## src/rtl/decode_pipe_buffer_if.sv

```systemverilog
// Handshake and payload bundle between the decode stage and the ID/EX buffer.
// master: decode/execute environment view; slave: the buffer itself.
interface decode_pipe_buffer_if #(
    parameter int DATA_WIDTH   = 32,
    parameter int ADDRESS_BITS = 20
);
    logic                    in_valid;
    logic                    in_ready;
    logic [DATA_WIDTH-1:0]   rs1_data;
    logic [DATA_WIDTH-1:0]   rs2_data;
    logic [DATA_WIDTH-1:0]   extend_imm;
    logic [21:0]             decode_ctrl;
    logic [ADDRESS_BITS-1:0] inst_PC;
    logic [ADDRESS_BITS-1:0] branch_target;
    logic [ADDRESS_BITS-1:0] JAL_target;

    logic                    out_valid;
    logic                    out_ready;
    logic [DATA_WIDTH-1:0]   reg_rs1_data;
    logic [DATA_WIDTH-1:0]   reg_rs2_data;
    logic [DATA_WIDTH-1:0]   reg_extend_imm;
    logic [21:0]             reg_decode_ctrl;
    logic [ADDRESS_BITS-1:0] reg_inst_PC;
    logic [ADDRESS_BITS-1:0] reg_branch_target;
    logic [ADDRESS_BITS-1:0] reg_JAL_target;

    modport master (
        output in_valid, rs1_data, rs2_data, extend_imm, decode_ctrl,
               inst_PC, branch_target, JAL_target, out_ready,
        input  in_ready, out_valid, reg_rs1_data, reg_rs2_data, reg_extend_imm,
               reg_decode_ctrl, reg_inst_PC, reg_branch_target, reg_JAL_target
    );

    modport slave (
        input  in_valid, rs1_data, rs2_data, extend_imm, decode_ctrl,
               inst_PC, branch_target, JAL_target, out_ready,
        output in_ready, out_valid, reg_rs1_data, reg_rs2_data, reg_extend_imm,
               reg_decode_ctrl, reg_inst_PC, reg_branch_target, reg_JAL_target
    );
endinterface

```

## src/rtl/decode_pipe_buffer.sv

```systemverilog
// Two-entry elastic ID/EX register (MAIN + SKID) with registered in_ready and flush.
// Optional DECODE_PIPE_BUFFER_STATS_EN adds saturating stall/flush counters.
//
// state | meaning
// EMPTY | no entry valid
// ONE   | MAIN valid, SKID free
// FULL  | MAIN and SKID valid, in_ready low
module decode_pipe_buffer #(
    parameter int DATA_WIDTH   = 32,
    parameter int ADDRESS_BITS = 20,
    parameter int CORE         = 0
) (
    input  logic                  clock_i,
    input  logic                  reset_i,
    input  logic                  flush_i,
    decode_pipe_buffer_if.slave   bus
`ifdef DECODE_PIPE_BUFFER_STATS_EN
    ,
    output logic [15:0]           stall_cycles_o,
    output logic [15:0]           flush_count_o
`endif
);
    localparam int PW = 3*DATA_WIDTH + 22 + 3*ADDRESS_BITS;

    typedef enum logic [1:0] {
        EMPTY = 2'd0,
        ONE   = 2'd1,
        FULL  = 2'd2
    } state_e;

    state_e          state_q, state_d;
    logic            in_ready_q, in_ready_d;
    logic [PW-1:0]   main_q, main_d;
    logic [PW-1:0]   skid_q, skid_d;
    logic [PW-1:0]   in_pl;
    logic            out_valid_w;
    logic            accept;
    logic            drain;
    logic            core_unused;

    assign core_unused = (CORE != 0);

    assign in_pl = {bus.rs1_data, bus.rs2_data, bus.extend_imm, bus.decode_ctrl,
                    bus.inst_PC, bus.branch_target, bus.JAL_target};
    assign {bus.reg_rs1_data, bus.reg_rs2_data, bus.reg_extend_imm, bus.reg_decode_ctrl,
            bus.reg_inst_PC, bus.reg_branch_target, bus.reg_JAL_target} = main_q;

    assign out_valid_w  = (state_q != EMPTY);
    assign bus.out_valid = out_valid_w;
    assign bus.in_ready  = in_ready_q;
    assign accept = bus.in_valid & in_ready_q;
    assign drain  = out_valid_w & bus.out_ready;

    always_comb begin
        state_d = state_q;
        main_d  = main_q;
        skid_d  = skid_q;
        if (flush_i) begin
            state_d = EMPTY;
        end else begin
            case (state_q)
                EMPTY: begin
                    if (accept) begin
                        main_d  = in_pl;
                        state_d = ONE;
                    end
                end
                ONE: begin
                    if (accept && drain) begin
                        main_d = in_pl;
                    end else if (accept) begin
                        skid_d  = in_pl;
                        state_d = FULL;
                    end else if (drain) begin
                        state_d = EMPTY;
                    end
                end
                FULL: begin
                    if (drain) begin
                        main_d  = skid_q;
                        state_d = ONE;
                    end
                end
                default: state_d = EMPTY;
            endcase
        end
        // Ready is a flop: it reflects whether SKID will be free after this edge.
        in_ready_d = (state_d != FULL);
    end

    always_ff @(posedge clock_i) begin
        if (!reset_i) begin
            state_q    <= EMPTY;
            in_ready_q <= 1'b1;
            main_q     <= '0;
            skid_q     <= '0;
        end else begin
            state_q    <= state_d;
            in_ready_q <= in_ready_d;
            main_q     <= main_d;
            skid_q     <= skid_d;
        end
    end

`ifdef DECODE_PIPE_BUFFER_STATS_EN
    logic [15:0] stall_q, stall_d;
    logic [15:0] flushes_q, flushes_d;

    always_comb begin
        stall_d   = stall_q;
        flushes_d = flushes_q;
        if (out_valid_w && !bus.out_ready && (stall_q != 16'hFFFF)) begin
            stall_d = stall_q + 16'd1;
        end
        if (flush_i && out_valid_w && (flushes_q != 16'hFFFF)) begin
            flushes_d = flushes_q + 16'd1;
        end
    end

    always_ff @(posedge clock_i) begin
        if (!reset_i) begin
            stall_q   <= '0;
            flushes_q <= '0;
        end else begin
            stall_q   <= stall_d;
            flushes_q <= flushes_d;
        end
    end

    assign stall_cycles_o = stall_q;
    assign flush_count_o  = flushes_q;
`endif
endmodule

```

## src/flat_wrapper.sv

```systemverilog
// flat-port wrapper written by rule: the top's interface ports become plain ports
module decode_pipe_buffer_flat 
#(
    parameter int DATA_WIDTH   = 32,
    parameter int ADDRESS_BITS = 20,
    parameter int CORE         = 0
)
  (clock_i, reset_i, flush_i, bus_in_valid, bus_rs1_data, bus_rs2_data, bus_extend_imm, bus_decode_ctrl, bus_inst_PC, bus_branch_target, bus_JAL_target, bus_out_ready, bus_in_ready, bus_out_valid, bus_reg_rs1_data, bus_reg_rs2_data, bus_reg_extend_imm, bus_reg_decode_ctrl, bus_reg_inst_PC, bus_reg_branch_target, bus_reg_JAL_target);
  decode_pipe_buffer_if #(.DATA_WIDTH(DATA_WIDTH), .ADDRESS_BITS(ADDRESS_BITS)) bus_i ();
  input  logic clock_i;
  input  logic reset_i;
  input  logic flush_i;
  input wire logic [$bits(bus_i.in_valid)-1:0] bus_in_valid;
  input wire logic [$bits(bus_i.rs1_data)-1:0] bus_rs1_data;
  input wire logic [$bits(bus_i.rs2_data)-1:0] bus_rs2_data;
  input wire logic [$bits(bus_i.extend_imm)-1:0] bus_extend_imm;
  input wire logic [$bits(bus_i.decode_ctrl)-1:0] bus_decode_ctrl;
  input wire logic [$bits(bus_i.inst_PC)-1:0] bus_inst_PC;
  input wire logic [$bits(bus_i.branch_target)-1:0] bus_branch_target;
  input wire logic [$bits(bus_i.JAL_target)-1:0] bus_JAL_target;
  input wire logic [$bits(bus_i.out_ready)-1:0] bus_out_ready;
  output wire logic [$bits(bus_i.in_ready)-1:0] bus_in_ready;
  output wire logic [$bits(bus_i.out_valid)-1:0] bus_out_valid;
  output wire logic [$bits(bus_i.reg_rs1_data)-1:0] bus_reg_rs1_data;
  output wire logic [$bits(bus_i.reg_rs2_data)-1:0] bus_reg_rs2_data;
  output wire logic [$bits(bus_i.reg_extend_imm)-1:0] bus_reg_extend_imm;
  output wire logic [$bits(bus_i.reg_decode_ctrl)-1:0] bus_reg_decode_ctrl;
  output wire logic [$bits(bus_i.reg_inst_PC)-1:0] bus_reg_inst_PC;
  output wire logic [$bits(bus_i.reg_branch_target)-1:0] bus_reg_branch_target;
  output wire logic [$bits(bus_i.reg_JAL_target)-1:0] bus_reg_JAL_target;
  assign bus_i.in_valid = bus_in_valid;
  assign bus_i.rs1_data = bus_rs1_data;
  assign bus_i.rs2_data = bus_rs2_data;
  assign bus_i.extend_imm = bus_extend_imm;
  assign bus_i.decode_ctrl = bus_decode_ctrl;
  assign bus_i.inst_PC = bus_inst_PC;
  assign bus_i.branch_target = bus_branch_target;
  assign bus_i.JAL_target = bus_JAL_target;
  assign bus_i.out_ready = bus_out_ready;
  assign bus_in_ready = bus_i.in_ready;
  assign bus_out_valid = bus_i.out_valid;
  assign bus_reg_rs1_data = bus_i.reg_rs1_data;
  assign bus_reg_rs2_data = bus_i.reg_rs2_data;
  assign bus_reg_extend_imm = bus_i.reg_extend_imm;
  assign bus_reg_decode_ctrl = bus_i.reg_decode_ctrl;
  assign bus_reg_inst_PC = bus_i.reg_inst_PC;
  assign bus_reg_branch_target = bus_i.reg_branch_target;
  assign bus_reg_JAL_target = bus_i.reg_JAL_target;
  decode_pipe_buffer #(.DATA_WIDTH(DATA_WIDTH), .ADDRESS_BITS(ADDRESS_BITS), .CORE(CORE)) u_core (.clock_i(clock_i), .reset_i(reset_i), .flush_i(flush_i), .bus(bus_i));
endmodule
```

## config.mk

```make
export PLATFORM = sky130hd
export DESIGN_NAME = decode_pipe_buffer_flat
export DESIGN_NICKNAME = d
export VERILOG_FILES = /design/src/rtl/decode_pipe_buffer_if.sv /design/src/rtl/decode_pipe_buffer.sv /design/src/flat_wrapper.sv
export SDC_FILE = /design/constraint.sdc
export NUM_CORES = 1
export LEC_CHECK = 0
export ABC_AREA = 1
export BUFFER_PORTS_ARGS = -buffer_cell sky130_fd_sc_hd__clkbuf_2
export CAP_MARGIN = 30
export CELL_PAD_IN_SITES_DETAIL_PLACEMENT = 0
export CELL_PAD_IN_SITES_GLOBAL_PLACEMENT = 1
export CORE_AREA = 3 3 202 204
export DETAILED_ROUTE_END_ITERATION = 16
export DIE_AREA = 0 0 205 207
export GPL_TIMING_DRIVEN = 0
export PLACE_DENSITY_LB_ADDON = 0.1
export SLEW_MARGIN = 30
export SYNTH_ARGS = -nofsm -noshare
export SYNTH_HDL_FRONTEND = slang
export SYNTH_SLANG_ARGS = --single-unit
export TNS_END_PERCENT = 20
```

## constraint.sdc

```tcl
create_clock -name clock_i -period 3.6 [get_ports clock_i]
set_clock_uncertainty 0.2 [all_clocks]
set_input_delay 0.54 -clock clock_i [delete_from_list [all_inputs] [get_ports clock_i]]
set_output_delay 0.54 -clock clock_i [all_outputs]
set_load 0.01 [all_outputs]
```

==> results_dict.tcl <==
set metrics [dict create \
    status "finished clean" \
    synth-simple-area-share_pct 38.9 \
    dp_hpwl_mm 35.8 \
    die_x_microns 205 \
    ctsLongestPathBuffers 3 \
    cp_max_fo 10 \
    ios 363 \
    ys_ff_latch 359 \
    clockRootBuffer "clkbuf_16" \
    antenna_found_initial 10 \
    drtIter0Drc 819 \
    maxCapViolCount 0 \
    grt_pass1_vias 14736 \
    crit_arrival_ns 2.38 \
    synth-async-reset-ratio_pct 0 \
    hold_viol 0 \
    synth-warning-count 0 \
    synth-main-ff-cell "dfxtp_1" \
    peakVddDrop_uv 364 \
    vias 15668 \
    synth_commonest_cells "nand2_1, nor2_1, dfxtp_1" \
    synthTopCellsByArea "dfxtp_1, nand2_1, nor2_1, a21oi_1, inv_1" \
    power_uw 9500 \
    wl_mm 49.7 \
    layout.cells.non_filler 3461 \
    path_class "reg -> reg" \
    syn_to_final_growth_pct 24.8 \
    grt_max_degree 12 \
    finalSetupTns_ns 0 \
    grt_use_total_pct 22.8 \
    die_area_sq_um 42400 \
    synth_cell_type_count 16 \
    routed_via_density 4.53 \
    h-tree-depth 2 \
    synth_compound_area_share_pct 5.78 \
    finalCriticalPeriod_ns 2.10 \
    post_drt_wl_per_cell_microns 14.4 \
    syn-instance-count 2496 \
    row_count 73 \
    layout.nets 3089 \
    cp-end-kind "register" \
    initial_utilization_pct 39.7 \
    grt_pass1_wl_mm 77.9 \
    synthAdderAreaFrac_pct 0 \
    p_per_area_nw_per_um2 486 \
    clkSlewWorstSetupHoldPaths_ns 0.06 \
    drt_first_pass_iters 5 \
    hp-class "in -> reg" \
    drcViolationCount 0 \
    clock_sinks 359 \
    synth-xor-area-share_pct 0 \
    critPathRequiredTime_ns 3.88 \
    slew-limit-headroom_pct 50.8 \
    final_antenna_net_count 0 \
    max_freq_mhz 475 \
    gp_congestion 0.829 \
    setup_viol 0 \
    grt-ovfl-total 0 \
    core_area_sq_um 39500 \
    cts_made_buffers 43 \
    synthMuxAreaShare_pct 0 \
    synth_top_family_by_area "simple AND/OR/NAND/NOR gates" \
    worstSetupStartpointType "register" \
    layout-drive-gt1-share_pct 18.0 \
    seq_area_frac_synth_pct 45.9 \
    yosys.area.top_type "dfxtp_1" \
    syn_nets 2679 \
    syn_avg_cell_area_sq_um 6.28 \
    cts_tree "done" \
    drv_slew 0 \
    min_period_over_period_pct 58.5 \
    placedCellCount 3382 \
    io_buffers 361 \
    netlist.area_leader.share_pct 45.9 \
    leakage_uw 0.00999 \
    rsz0062_at_grt "no" \
    post_cts_buffers 0 \
    tightest_slew_ns 0.738 \
    yosysMostFrequentCell "nand2_1" \
    dieHeight_microns 207 \
    clk_latency_ns 0.55 \
    synth_edf_count 0 \
    netlist_area_sq_um 15700 \
]
==> stage by stage <==
| step | hold slack (ns) | setup slack, ns | util [%] | instance area [sq um] |
|---|---|---|---|---|
| final | 0.0347 | 1.50 | 49.6 | 19600 |
| after global routing | 0.0174 | 1.27 | 49.6 | 19600 |
| after CTS | 0.00208 | 1.43 | 49.5 | 19500 |
| after detailed placement | 0.255 | 0.984 | 46.0 | 18100 |
| after global placement | 0.252 | 0.991 | 46.0 | 18100 |
| after floorplan | 0.244 | 1.89 | - | 15700 |
==> logic make-up after synthesis <==
group           after synthesis
compound gates              181
simple gates               1617
buf+inv                     339
flops                       359
==> what timing repair did <==
action / 4_1_cts / 5_1_grt
endpoints found under the setup margin: 0 / 0
resized for setup: 0 / 0
endpoints found under the hold margin: 4 / 0
hold buffers: 4 / 0
==> state kept, by name (all words and copies together) (netlist names) <==
signal and flops:
u_core.state_q 2, u_core.main_q 178, u_core.bus.in_ready 1, u_core.skid_q 178
==> layer usage <==
metal / GRT usage (%) / up-vias / part of all wire [%]
met1: 30.0 / 6989 / 46
met3: 6.00 / 78 / 6.7
met2: 37.1 / 363 / 45
li1: - / 8226 / -
met5: 0 / - / 0.16
met4: 5.92 / 12 / 1.9
==> final timing paths <==
| path | from | endpoint | slack (ns) | depth (start not counted) |
|---|---|---|---|---|
| setup / recovery | u_core.state_q[0] | u_core.main_q[163] | 1.50 | 9 |
| hold / removal | bus_rs1_data[0] | u_core.skid_q[146] | 0.03 | 3 |
| setup reg to reg | u_core.state_q[0] | u_core.main_q[163] | 1.50 | 9 |
| hold reg to reg | u_core.skid_q[26] | u_core.skid_q[26] | 0.26 | 2 |
==> final cells by class <==
cell class | instances | area [sq um]
antenna | 4 | 10.0
buffer | 154 | 791
clock buffer | 68 | 1330
clock inverter | 3 | 43.8
fill | 4264 | 19900
inverter | 185 | 694
multi-input combinational | 1798 | 7000
sequential | 359 | 7190
tap | 525 | 657
timing repair buffer | 365 | 1850
==> power breakdown <==
part | internal [uW] | switching [uW]
logic | 385 | 639
registers | 4140 | 89.8
clock network | 2590 | 1660
total | 7110 | 2390
==> placed cells by master (no fill, tap or decap) <==
| master | netlist | layout |
|---|---|---|
| buf_2 | 67 | 67 |
| o21ai_0 | 1 | 1 |
| nand3_2 | 1 | 1 |
| buf_4 | 32 | 32 |
| clkbuf_1 | 48 | 58 |
| bufinv_16 | 0 | 1 |
| clkbuf_8 | 0 | 12 |
| clkbuf_2 | 0 | 362 |
| buf_6 | 1 | 1 |
| buf_1 | 6 | 6 |
| nor2_1 | 360 | 360 |
| nand2_2 | 2 | 2 |
| dlygate4sd3_1 | 0 | 4 |
| dfxtp_1 | 359 | 359 |
| inv_2 | 2 | 2 |
| diode_2 | 0 | 4 |
| nand4_1 | 1 | 1 |
| inv_6 | 0 | 1 |
| inv_1 | 183 | 183 |
| nand2_1 | 1252 | 1252 |
| nor2_4 | 1 | 1 |
| a21oi_1 | 180 | 180 |
| clkbuf_16 | 0 | 45 |
| clkinv_2 | 0 | 1 |
==> worst max-delay path, cell delays in order, from the launching register on <==
cell	delay, ns
dfxtp_1	0.33
inv_1	0.09
nand2_2	0.18
inv_2	0.25
buf_2	0.37
buf_2	0.31
nand2_1	0.07
nand2_1	0.07
nor2_1	0.04
nor2_1	0.11
No activity file was read; power rests on OpenSTA's default activity.
